[src/rtl/ps2_host_tx.sv]
// PS/2 host-to-device transmitter: sends one command byte to the keyboard using inhibit, request-to-send and 11 device-clocked bits.
// Latency: the clock is inhibited for INHIBIT_US, then the device paces the transfer; done/error pulse once both lines are idle again.
// Backpressure: tx_ready is high only in IDLE; tx_valid presented while busy is ignored and must be re-presented later.
//
// Ports:
//   CLK_CPU, resetn            : clock (rising edge), synchronous active-low reset
//   tx_data/tx_valid/tx_ready  : byte request handshake, tx_data sampled on accept
//   tx_done/tx_error           : one-cycle completion pulses, mutually exclusive
//   ps2_clk_in/ps2_data_in     : raw open-drain line levels
//   ps2_clk_oe/ps2_data_oe     : 1 pulls the line low, 0 releases it
// Build option: define PS2_TX_ACK_CHECK_EN to report a missing device acknowledge as tx_error.
module ps2_host_tx #(
  parameter int CLK_HZ     = 16000000,
  parameter int INHIBIT_US = 100,
  parameter int TIMEOUT_US = 15000
) (
  input  logic       CLK_CPU,
  input  logic       resetn,
  input  logic [7:0] tx_data,
  input  logic       tx_valid,
  output logic       tx_ready,
  output logic       tx_done,
  output logic       tx_error,
  input  logic       ps2_clk_in,
  input  logic       ps2_data_in,
  output logic       ps2_clk_oe,
  output logic       ps2_data_oe
);

  localparam int INHIBIT_CYC = CLK_HZ / 1000000 * INHIBIT_US;
  localparam int TIMEOUT_CYC = CLK_HZ / 1000000 * TIMEOUT_US;
  localparam int INH_W       = $clog2(INHIBIT_CYC + 1);
  localparam int WDG_W       = $clog2(TIMEOUT_CYC + 1);

  typedef enum logic [2:0] {
    S_IDLE,
    S_INHIBIT,
    S_RTS,
    S_SHIFT,
    S_ACK,
    S_WAIT_IDLE
  } state_t;

  // Line synchronizers; r_clk_prev holds the previous synced clock for edge detection.
  logic r_clk_meta, r_clk_sync, r_clk_prev;
  logic r_dat_meta, r_dat_sync;

  state_t           r_state, w_state_nxt;
  logic [7:0]       r_byte, w_byte_nxt;
  logic [3:0]       r_bitcnt, w_bitcnt_nxt;
  logic [INH_W-1:0] r_inh_cnt, w_inh_cnt_nxt;
  logic [WDG_W-1:0] r_wdog, w_wdog_nxt;
  logic             r_clk_oe, w_clk_oe_nxt;
  logic             r_data_oe, w_data_oe_nxt;
  logic             r_done, w_done_nxt;
  logic             r_error, w_error_nxt;
`ifdef PS2_TX_ACK_CHECK_EN
  logic             r_ack_ok, w_ack_ok_nxt;
`endif

  logic       w_fall;
  logic [3:0] w_bitn;
  logic       w_wdog_run;
  logic       w_timeout;

  assign w_fall     = r_clk_prev & ~r_clk_sync;
  // Number of the device falling edge being handled right now (1-based).
  assign w_bitn     = r_bitcnt + 4'd1;
  assign w_wdog_run = (r_state == S_RTS) || (r_state == S_SHIFT) ||
                      (r_state == S_ACK) || (r_state == S_WAIT_IDLE);
  // The counter is zero in the first RTS cycle, so matching TIMEOUT_CYC-1
  // lands the abort exactly TIMEOUT_CYC cycles after RTS entry.
  assign w_timeout  = w_wdog_run && (r_wdog == WDG_W'(TIMEOUT_CYC - 1));

  assign tx_ready    = (r_state == S_IDLE);
  assign tx_done     = r_done;
  assign tx_error    = r_error;
  assign ps2_clk_oe  = r_clk_oe;
  assign ps2_data_oe = r_data_oe;

  always_ff @(posedge CLK_CPU) begin
    if (!resetn) begin
      r_clk_meta <= 1'b1;
      r_clk_sync <= 1'b1;
      r_clk_prev <= 1'b1;
      r_dat_meta <= 1'b1;
      r_dat_sync <= 1'b1;
      r_state    <= S_IDLE;
      r_byte     <= '0;
      r_bitcnt   <= '0;
      r_inh_cnt  <= '0;
      r_wdog     <= '0;
      r_clk_oe   <= 1'b0;
      r_data_oe  <= 1'b0;
      r_done     <= 1'b0;
      r_error    <= 1'b0;
`ifdef PS2_TX_ACK_CHECK_EN
      r_ack_ok   <= 1'b0;
`endif
    end else begin
      r_clk_meta <= ps2_clk_in;
      r_clk_sync <= r_clk_meta;
      r_clk_prev <= r_clk_sync;
      r_dat_meta <= ps2_data_in;
      r_dat_sync <= r_dat_meta;
      r_state    <= w_state_nxt;
      r_byte     <= w_byte_nxt;
      r_bitcnt   <= w_bitcnt_nxt;
      r_inh_cnt  <= w_inh_cnt_nxt;
      r_wdog     <= w_wdog_nxt;
      r_clk_oe   <= w_clk_oe_nxt;
      r_data_oe  <= w_data_oe_nxt;
      r_done     <= w_done_nxt;
      r_error    <= w_error_nxt;
`ifdef PS2_TX_ACK_CHECK_EN
      r_ack_ok   <= w_ack_ok_nxt;
`endif
    end
  end

  always_comb begin
    w_state_nxt   = r_state;
    w_byte_nxt    = r_byte;
    w_bitcnt_nxt  = r_bitcnt;
    w_inh_cnt_nxt = r_inh_cnt;
    w_wdog_nxt    = '0;
    w_clk_oe_nxt  = r_clk_oe;
    w_data_oe_nxt = r_data_oe;
    w_done_nxt    = 1'b0;
    w_error_nxt   = 1'b0;
`ifdef PS2_TX_ACK_CHECK_EN
    w_ack_ok_nxt  = r_ack_ok;
`endif

    if (w_wdog_run) begin
      w_wdog_nxt = r_wdog + WDG_W'(1);
    end

    case (r_state)
      S_IDLE: begin
        w_clk_oe_nxt  = 1'b0;
        w_data_oe_nxt = 1'b0;
        if (tx_valid) begin
          w_byte_nxt    = tx_data;
          w_bitcnt_nxt  = '0;
          w_inh_cnt_nxt = '0;
          w_clk_oe_nxt  = 1'b1;
          w_state_nxt   = S_INHIBIT;
        end
      end
      S_INHIBIT: begin
        if (r_inh_cnt == INH_W'(INHIBIT_CYC - 1)) begin
          w_data_oe_nxt = 1'b1;      // start bit, clock still held low
          w_state_nxt   = S_RTS;
        end else begin
          w_inh_cnt_nxt = r_inh_cnt + INH_W'(1);
        end
      end
      S_RTS: begin
        w_clk_oe_nxt = 1'b0;         // hand the clock to the device
        w_state_nxt  = S_SHIFT;
      end
      S_SHIFT: begin
        if (w_fall) begin
          w_bitcnt_nxt = w_bitn;
          if (w_bitn <= 4'd8) begin
            w_data_oe_nxt = ~r_byte[r_bitcnt[2:0]];
          end else if (w_bitn == 4'd9) begin
            // Odd parity bit is ~^byte; pulling low means driving its inverse.
            w_data_oe_nxt = ^r_byte;
          end else begin
            w_data_oe_nxt = 1'b0;    // stop bit: release data
            w_state_nxt   = S_ACK;
          end
        end
      end
      S_ACK: begin
        if (w_fall) begin
          w_bitcnt_nxt = w_bitn;
`ifdef PS2_TX_ACK_CHECK_EN
          w_ack_ok_nxt = ~r_dat_sync;
`endif
          w_state_nxt  = S_WAIT_IDLE;
        end
      end
      S_WAIT_IDLE: begin
        // Further device edges are not counted here.
        if (r_clk_sync && r_dat_sync) begin
          w_state_nxt = S_IDLE;
`ifdef PS2_TX_ACK_CHECK_EN
          w_done_nxt  = r_ack_ok;
          w_error_nxt = ~r_ack_ok;
`else
          w_done_nxt  = 1'b1;
`endif
        end
      end
      default: begin
        w_state_nxt   = S_IDLE;
        w_clk_oe_nxt  = 1'b0;
        w_data_oe_nxt = 1'b0;
      end
    endcase

    // Watchdog overrides everything so done and error can never coincide.
    if (w_timeout) begin
      w_state_nxt   = S_IDLE;
      w_clk_oe_nxt  = 1'b0;
      w_data_oe_nxt = 1'b0;
      w_done_nxt    = 1'b0;
      w_error_nxt   = 1'b1;
    end
  end

endmodule

[config.mk]
export PLATFORM = sky130hd
export DESIGN_NAME = ps2_host_tx
export DESIGN_NICKNAME = d
export VERILOG_FILES = /design/src/rtl/ps2_host_tx.sv
export SDC_FILE = /design/constraint.sdc
export NUM_CORES = 1
export LEC_CHECK = 0
export CELL_PAD_IN_SITES_DETAIL_PLACEMENT = 0
export CELL_PAD_IN_SITES_GLOBAL_PLACEMENT = 1
export CORE_UTILIZATION = 40
export CTS_CLUSTER_SIZE = 14
export DETAILED_ROUTE_END_ITERATION = 8
export PLACE_DENSITY_LB_ADDON = 0.1
export RECOVER_POWER = 25
export SETUP_SLACK_MARGIN = 0.2
export SLEW_MARGIN = 20
export SYNTH_ARGS = -nofsm -noshare
export SYNTH_HDL_FRONTEND = slang
export SYNTH_SLANG_ARGS = --single-unit
export TNS_END_PERCENT = 5
[constraint.sdc]
create_clock -name CLK_CPU -period 1.5 [get_ports CLK_CPU]
set_input_delay 0.15 -clock CLK_CPU [delete_from_list [all_inputs] [get_ports CLK_CPU]]
set_output_delay 0.15 -clock CLK_CPU [all_outputs]
set_load 0.02 [all_outputs]
After elaboration in Yosys (flattened, before gate mapping)
Cells that the tools add are included.
W data, S select, Z words.
{"block": "word_totals", "wordCells": 87, "input_bits": 13, "regBits": 53}
{"block": "op_classes", "n_mux": 25, "n_eq_ne": 17, "add_sub_neg": 3, "n_reduce_logical": 20, "magnitude_cmp": 2, "bitwise": 6}
{"operator": "$mux W11", "count": 2}
{"operator": "$pmux W11 S2", "count": 1}
{"operator": "$mux W3", "count": 7}
{"operator": "$add A18 B1 Y18 const B", "count": 1}
{"operator": "$eq A18 B18 Y1 const B", "count": 1}
{"operator": "$pmux W3 S6", "count": 1}
{"operator": "$ne A2 B2 Y1 const B", "count": 7}
{"operator": "$add A11 B1 Y11 const B", "count": 1}
{"operator": "$eq A11 B11 Y1 const B", "count": 1}
{"operator": "$reduce_and A3 Y1", "count": 3}
{"operator": "$mux W1", "count": 8}
{"operator": "$mux W4", "count": 2}
{"operator": "$pmux W4 S2", "count": 1}
{"operator": "$reduce_xor A8 Y1", "count": 1}
{"operator": "$reduce_and A7 Y1", "count": 1}
{"operator": "$eq A3 B2 Y1 const B", "count": 2}
{"operator": "$eq A3 B3 Y1 const B", "count": 2}
{"operator": "$reduce_or A3 Y1", "count": 2}
{"operator": "$not A1 Y1", "count": 5}
{"operator": "$add A4 B1 Y4 const B", "count": 1}
{"operator": "$eq A4 B4 Y1 const B", "count": 1}
{"operator": "$le A4 B4 Y1 const B", "count": 1}
{"operator": "$lt A3 B4 Y1 const B", "count": 1}
{"operator": "$ne A2 B1 Y1 const B", "count": 2}
{"operator": "other kinds (12)", "count": 18}

Longest topological paths before layout
Gate-level depths: netlist (run 1).
{"block": "depth", "ltp_word": 6, "mapped_depth": 7}

Worst setup path after synthesis (run 1)
OpenSTA, ideal clock, no wires.
{"block": "synth_timing", "path_kind": "flip-flop to flip-flop", "start": "register r_state[2]", "end": "register r_bitcnt[3]", "n_path_buf": 0, "path_slack_ns": -0.140, "t_arrival_ns": 1.512, "t_required_ns": 1.372, "path_stages_with_launch": 6, "setup_ns": 0.128, "path_cell_list": "dfxtp_1 -> or3b_1 -> a21oi_2 -> mux2_1 -> a21oi_1 -> nor2_1"}
{"block": "synth_between", "elab_chain_cells": 4}
{"element": "start: declaration", "line": "48", "source": "state_t r_state, w_state_nxt;"}
{"element": "start signal: assignment", "line": "106", "source": "r_state <= w_state_nxt;"}
{"element": "$eq A3 B2 Y1 or $eq A3 B3 Y1 (tied branches)", "line": "139", "source": "case (r_state)"}
{"element": "$reduce_or A2 Y1 (no line)"}
{"element": "$ne A2 B1 Y1 (no line) or $reduce_bool A2 Y1 (tied branches)"}
{"element": "$reduce_and A3 Y1 (no line)"}
{"element": "end signal: assignment", "line": "108", "source": "r_bitcnt <= w_bitcnt_nxt;"}
{"element": "end: declaration", "line": "50", "source": "logic [3:0] r_bitcnt, w_bitcnt_nxt;"}
Parallel ways exist; a longest one is shown, timed or not.
A chain may end at the register's enable or synchronous reset.

Final worst setup path (run 1)
{"block": "layout_timing", "start": "register r_inh_cnt[6]", "end": "register r_inh_cnt[2]"}
{"block": "layout_between", "elab_chain_cells": 3}
{"element": "start: declaration", "line": "51", "source": "logic [INH_W-1:0] r_inh_cnt, w_inh_cnt_nxt;"}
{"element": "start signal: assignment", "line": "109", "source": "r_inh_cnt <= w_inh_cnt_nxt;"}
{"element": "$eq A11 B11 Y1", "line": "152", "source": "if (r_inh_cnt == INH_W'(INHIBIT_CYC - 1)) begin"}
{"element": "$ne A2 B2 Y1 (no line)"}
{"element": "$reduce_and A3 Y1 (no line)"}
No other way between the ends.

==> flow_metrics.tcl, run 1 <==
set metrics [dict create \
    holdCritPathClass "in2reg" \
    fin_crit_ns 1.64 \
    rrSetupSlack_ns -0.14 \
    synth_seq_area_share_pct 40.4 \
    p_leak_nw 1.43 \
    crit_buf_inv 2 \
    nFillCells 570 \
    required_ns 1.74 \
    reg2reg_depth 7 \
    critical_path_class "reg2reg" \
    num_rows 29 \
    clock_skew_ns 0.00583 \
    slew_headroom_pct 73.5 \
    grt_setup_unrepaired "yes" \
    grt_max_degree 19 \
    grt_usage_pct 18.5 \
    grt_pass1_wl_um 10600 \
    violations "setup timing" \
    min_path_cells 3 \
    port_buffers 17 \
    drtIter0Drc 55 \
    antenna_found_initial 0 \
    ant_nets 0 \
    critPathMaxFanout 5 \
    htreeDepth 2 \
    ir_drop_mv 0.664 \
    synth_ff_type "dfxtp_1" \
    drcViolationCount 0 \
    ys_top_cells_by_count "53 x dfxtp_1, 36 x nand2_1, 36 x nor2_1" \
    dpl.hpwl_um 4210 \
    dieArea_um2 6890 \
    viasPerCell 5.06 \
    synth.net_count 321 \
    core_um2 6350 \
    gp_congestion 0.855 \
    yosysMostFrequentCell "dfxtp_1" \
    place_ws_ns -0.154 \
    setup_ws_ns -0.140 \
    route.vias.total 2326 \
    syn-mean-instance-area_um2 8.66 \
    end_kind "flip-flop" \
    grt_overflow_total 0 \
    crit_cells 7 \
    p_per_area_nw_per_um2 1250 \
    finalHoldViolations 0 \
    cts_tree "built" \
    insertion_delay_ns 0.30 \
    place_inst 441 \
    cpPeakStageDelay_ns 0.37 \
    setup-violations-final 12 \
    worst_pin_slew_ns 0.397 \
    fmax_ghz 0.610 \
    ys_ff_latch 53 \
    yosysWarnings 0 \
    die_h_um 83.0 \
    start_util_pct 41.3 \
    hold_buffers 0 \
    crit_family "simple AND/OR/NAND/NOR gates" \
    ios 18 \
    routedWlPerCell_um 13.2 \
    chipWidth_um 83.0 \
    path_clk_slew_ns 0.10 \
    antennaDiodeCount 0 \
    drive_above_1_share_pct 33.9 \
    synth_top_area_share_pct 40.4 \
    cts_made_buffers 5 \
    synth_edf_count 0 \
    root_buffer "clkbuf_8" \
    outcome "complete, but fails checks" \
    drtPass1Iterations 4 \
    yosys-top-cells-area "dfxtp_1 40%, nand2_1 5.1%, nor2_1 5.1%, xnor2_1 5.0%, xor2_1 4.7%" \
    fin_crit_sh_pct 109 \
    async_reset_ff_share_pct 0 \
    ys_types 53 \
    critPathSlowestCell "dfxtp_4" \
    clk_path_buf_depth 2 \
    worstSetupStartpointType "flip-flop" \
    synth_area_leader_cell "dfxtp_1" \
    nNetsFinal 400 \
    worstPathArrival_ns 1.88 \
    syn_inst 303 \
    wl_um 6050 \
    area_delta_synth_final_pct 41.1 \
    cts.sinks 53 \
    drv_cap 0 \
    crit_chain "nor4b_4, nand4_1, buf_4, a21oi_4, buf_6, o21ai_2, a21oi_1" \
    synth_area_um2 2630 \
    instances_no_fill 460 \
    grt_pass1_vias 2319 \
    drv_slew 0 \
]
==> cell families after synthesis <==
group / count (synthesis) / synth area share (%)
and+or+nand+nor: 139 / 27.9
muxes: 7 / 3.81
DFF: 53 / 40.4
AOI/OAI and AO/OA: 52 / 12.2
adders and majority gates: 5 / 2.38
xor gates and xnor gates: 29 / 9.68
buffers and inverters: 18 / 3.62
==> cell type report <==
type	count	area [um2]	area share [%]
clock buffers	5	68.8	1.86
clock inverters	3	21.3	0.574
inverters	7	26.3	0.709
multi-input cells	233	1690	45.6
flip-flops and latches	53	1090	29.3
well taps	77	96.3	2.60
repair buffers	82	716	19.3
==> placed cells by master (no fill, tap or decap), types with 3 or more instances in the layout <==
cell type,instances
buf_4,56
dfxtp_1,40
nand2_1,35
nor2_1,34
a21oi_1,21
xnor2_1,14
xor2_1,14
clkdlybuf4s50_1,11
nand3_1,10
dfxtp_2,9
nand2b_1,8
nand4_1,8
inv_1,7
o21ai_0,6
mux2_4,5
clkbuf_8,5
buf_6,5
o21ai_2,4
nor3_1,4
or3_1,4
dlygate4sd2_1,4
buf_12,4
dfxtp_4,4
and3_1,3
a21oi_4,3
o21ai_1,3
and2_1,3
==> worst paths after layout <==
kind	start	to
setup / recovery	r_inh_cnt[6]	r_inh_cnt[2]
hold / removal	tx_data[1]	r_byte[1]
hold reg to reg	r_clk_meta	r_clk_sync
setup reg to reg	r_inh_cnt[6]	r_inh_cnt[2]
==> metal layers <==
| layer | up-vias | part of all wire, % | track usage, % |
|---|---|---|---|
| li1 | 1218 | - | - |
| met1 | 1078 | 48 | 23.8 |
| met2 | 23 | 49 | 32.0 |
| met3 | 7 | 1.7 | 2.49 |
| met4 | 0 | 1.3 | 5.80 |
| met5 | - | 0 | 0 |
==> timing repair <==
item	in CTS	in global routing
setup endpoints to repair	52	48
cloned	1	0
pin swaps	21	21
gates resized for setup	40	28
setup buffers	8	2
==> per-stage QoR <==
| stage | setup TNS, ns | instance area (um2) | hold slack, ns | util [%] | power (mW) |
|---|---|---|---|---|---|
| floorplan | -0.524 | 2650 | 0.251 | - | 2.76 |
| global placement | -0.901 | 3310 | 0.395 | 52.1 | 3.56 |
| detailed placement | -1.03 | 3310 | 0.394 | 52.1 | 3.56 |
| CTS | -0.335 | 3570 | 0.381 | 56.2 | 4.59 |
| global route | -2.23 | 3700 | 0.396 | 58.3 | 4.95 |
| finish | -0.932 | 3700 | 0.390 | 58.3 | 4.64 |
==> flip-flops by register name, indices dropped and copies added (netlist names), 3 cells and up <==
signal     count
r_wdog        18
r_inh_cnt     11
r_byte         8
r_bitcnt       4
r_state        3
==> power by group <==
part	internal [mW]	switching [mW]	total, mW
registers	1.54	0.124	1.67
clock network	0.332	0.478	0.810
logic	1.13	1.02	2.16
total	3.01	1.63	4.64
==> tightest hold or removal path, delay by kind of cell <==
family | cells | cell delay, ns
and+or+nand+nor | 1 | 0.05
buffers and inverters | 1 | 0.39
AOI/OAI and AO/OA | 1 | 0.05
Power figures use the tool's default switching activity.
==> run 2, diff against run 1 <==
--- a/config.mk
+++ b/config.mk
@@ -8,7 +8,6 @@
 export CELL_PAD_IN_SITES_DETAIL_PLACEMENT = 0
 export CELL_PAD_IN_SITES_GLOBAL_PLACEMENT = 1
 export CORE_UTILIZATION = 40
-export CTS_CLUSTER_SIZE = 14
 export DETAILED_ROUTE_END_ITERATION = 8
 export PLACE_DENSITY_LB_ADDON = 0.1
 export RECOVER_POWER = 25
==> results of run 2 <==
Same layout as run 1: the final DEF is identical, and so are final timing and power.
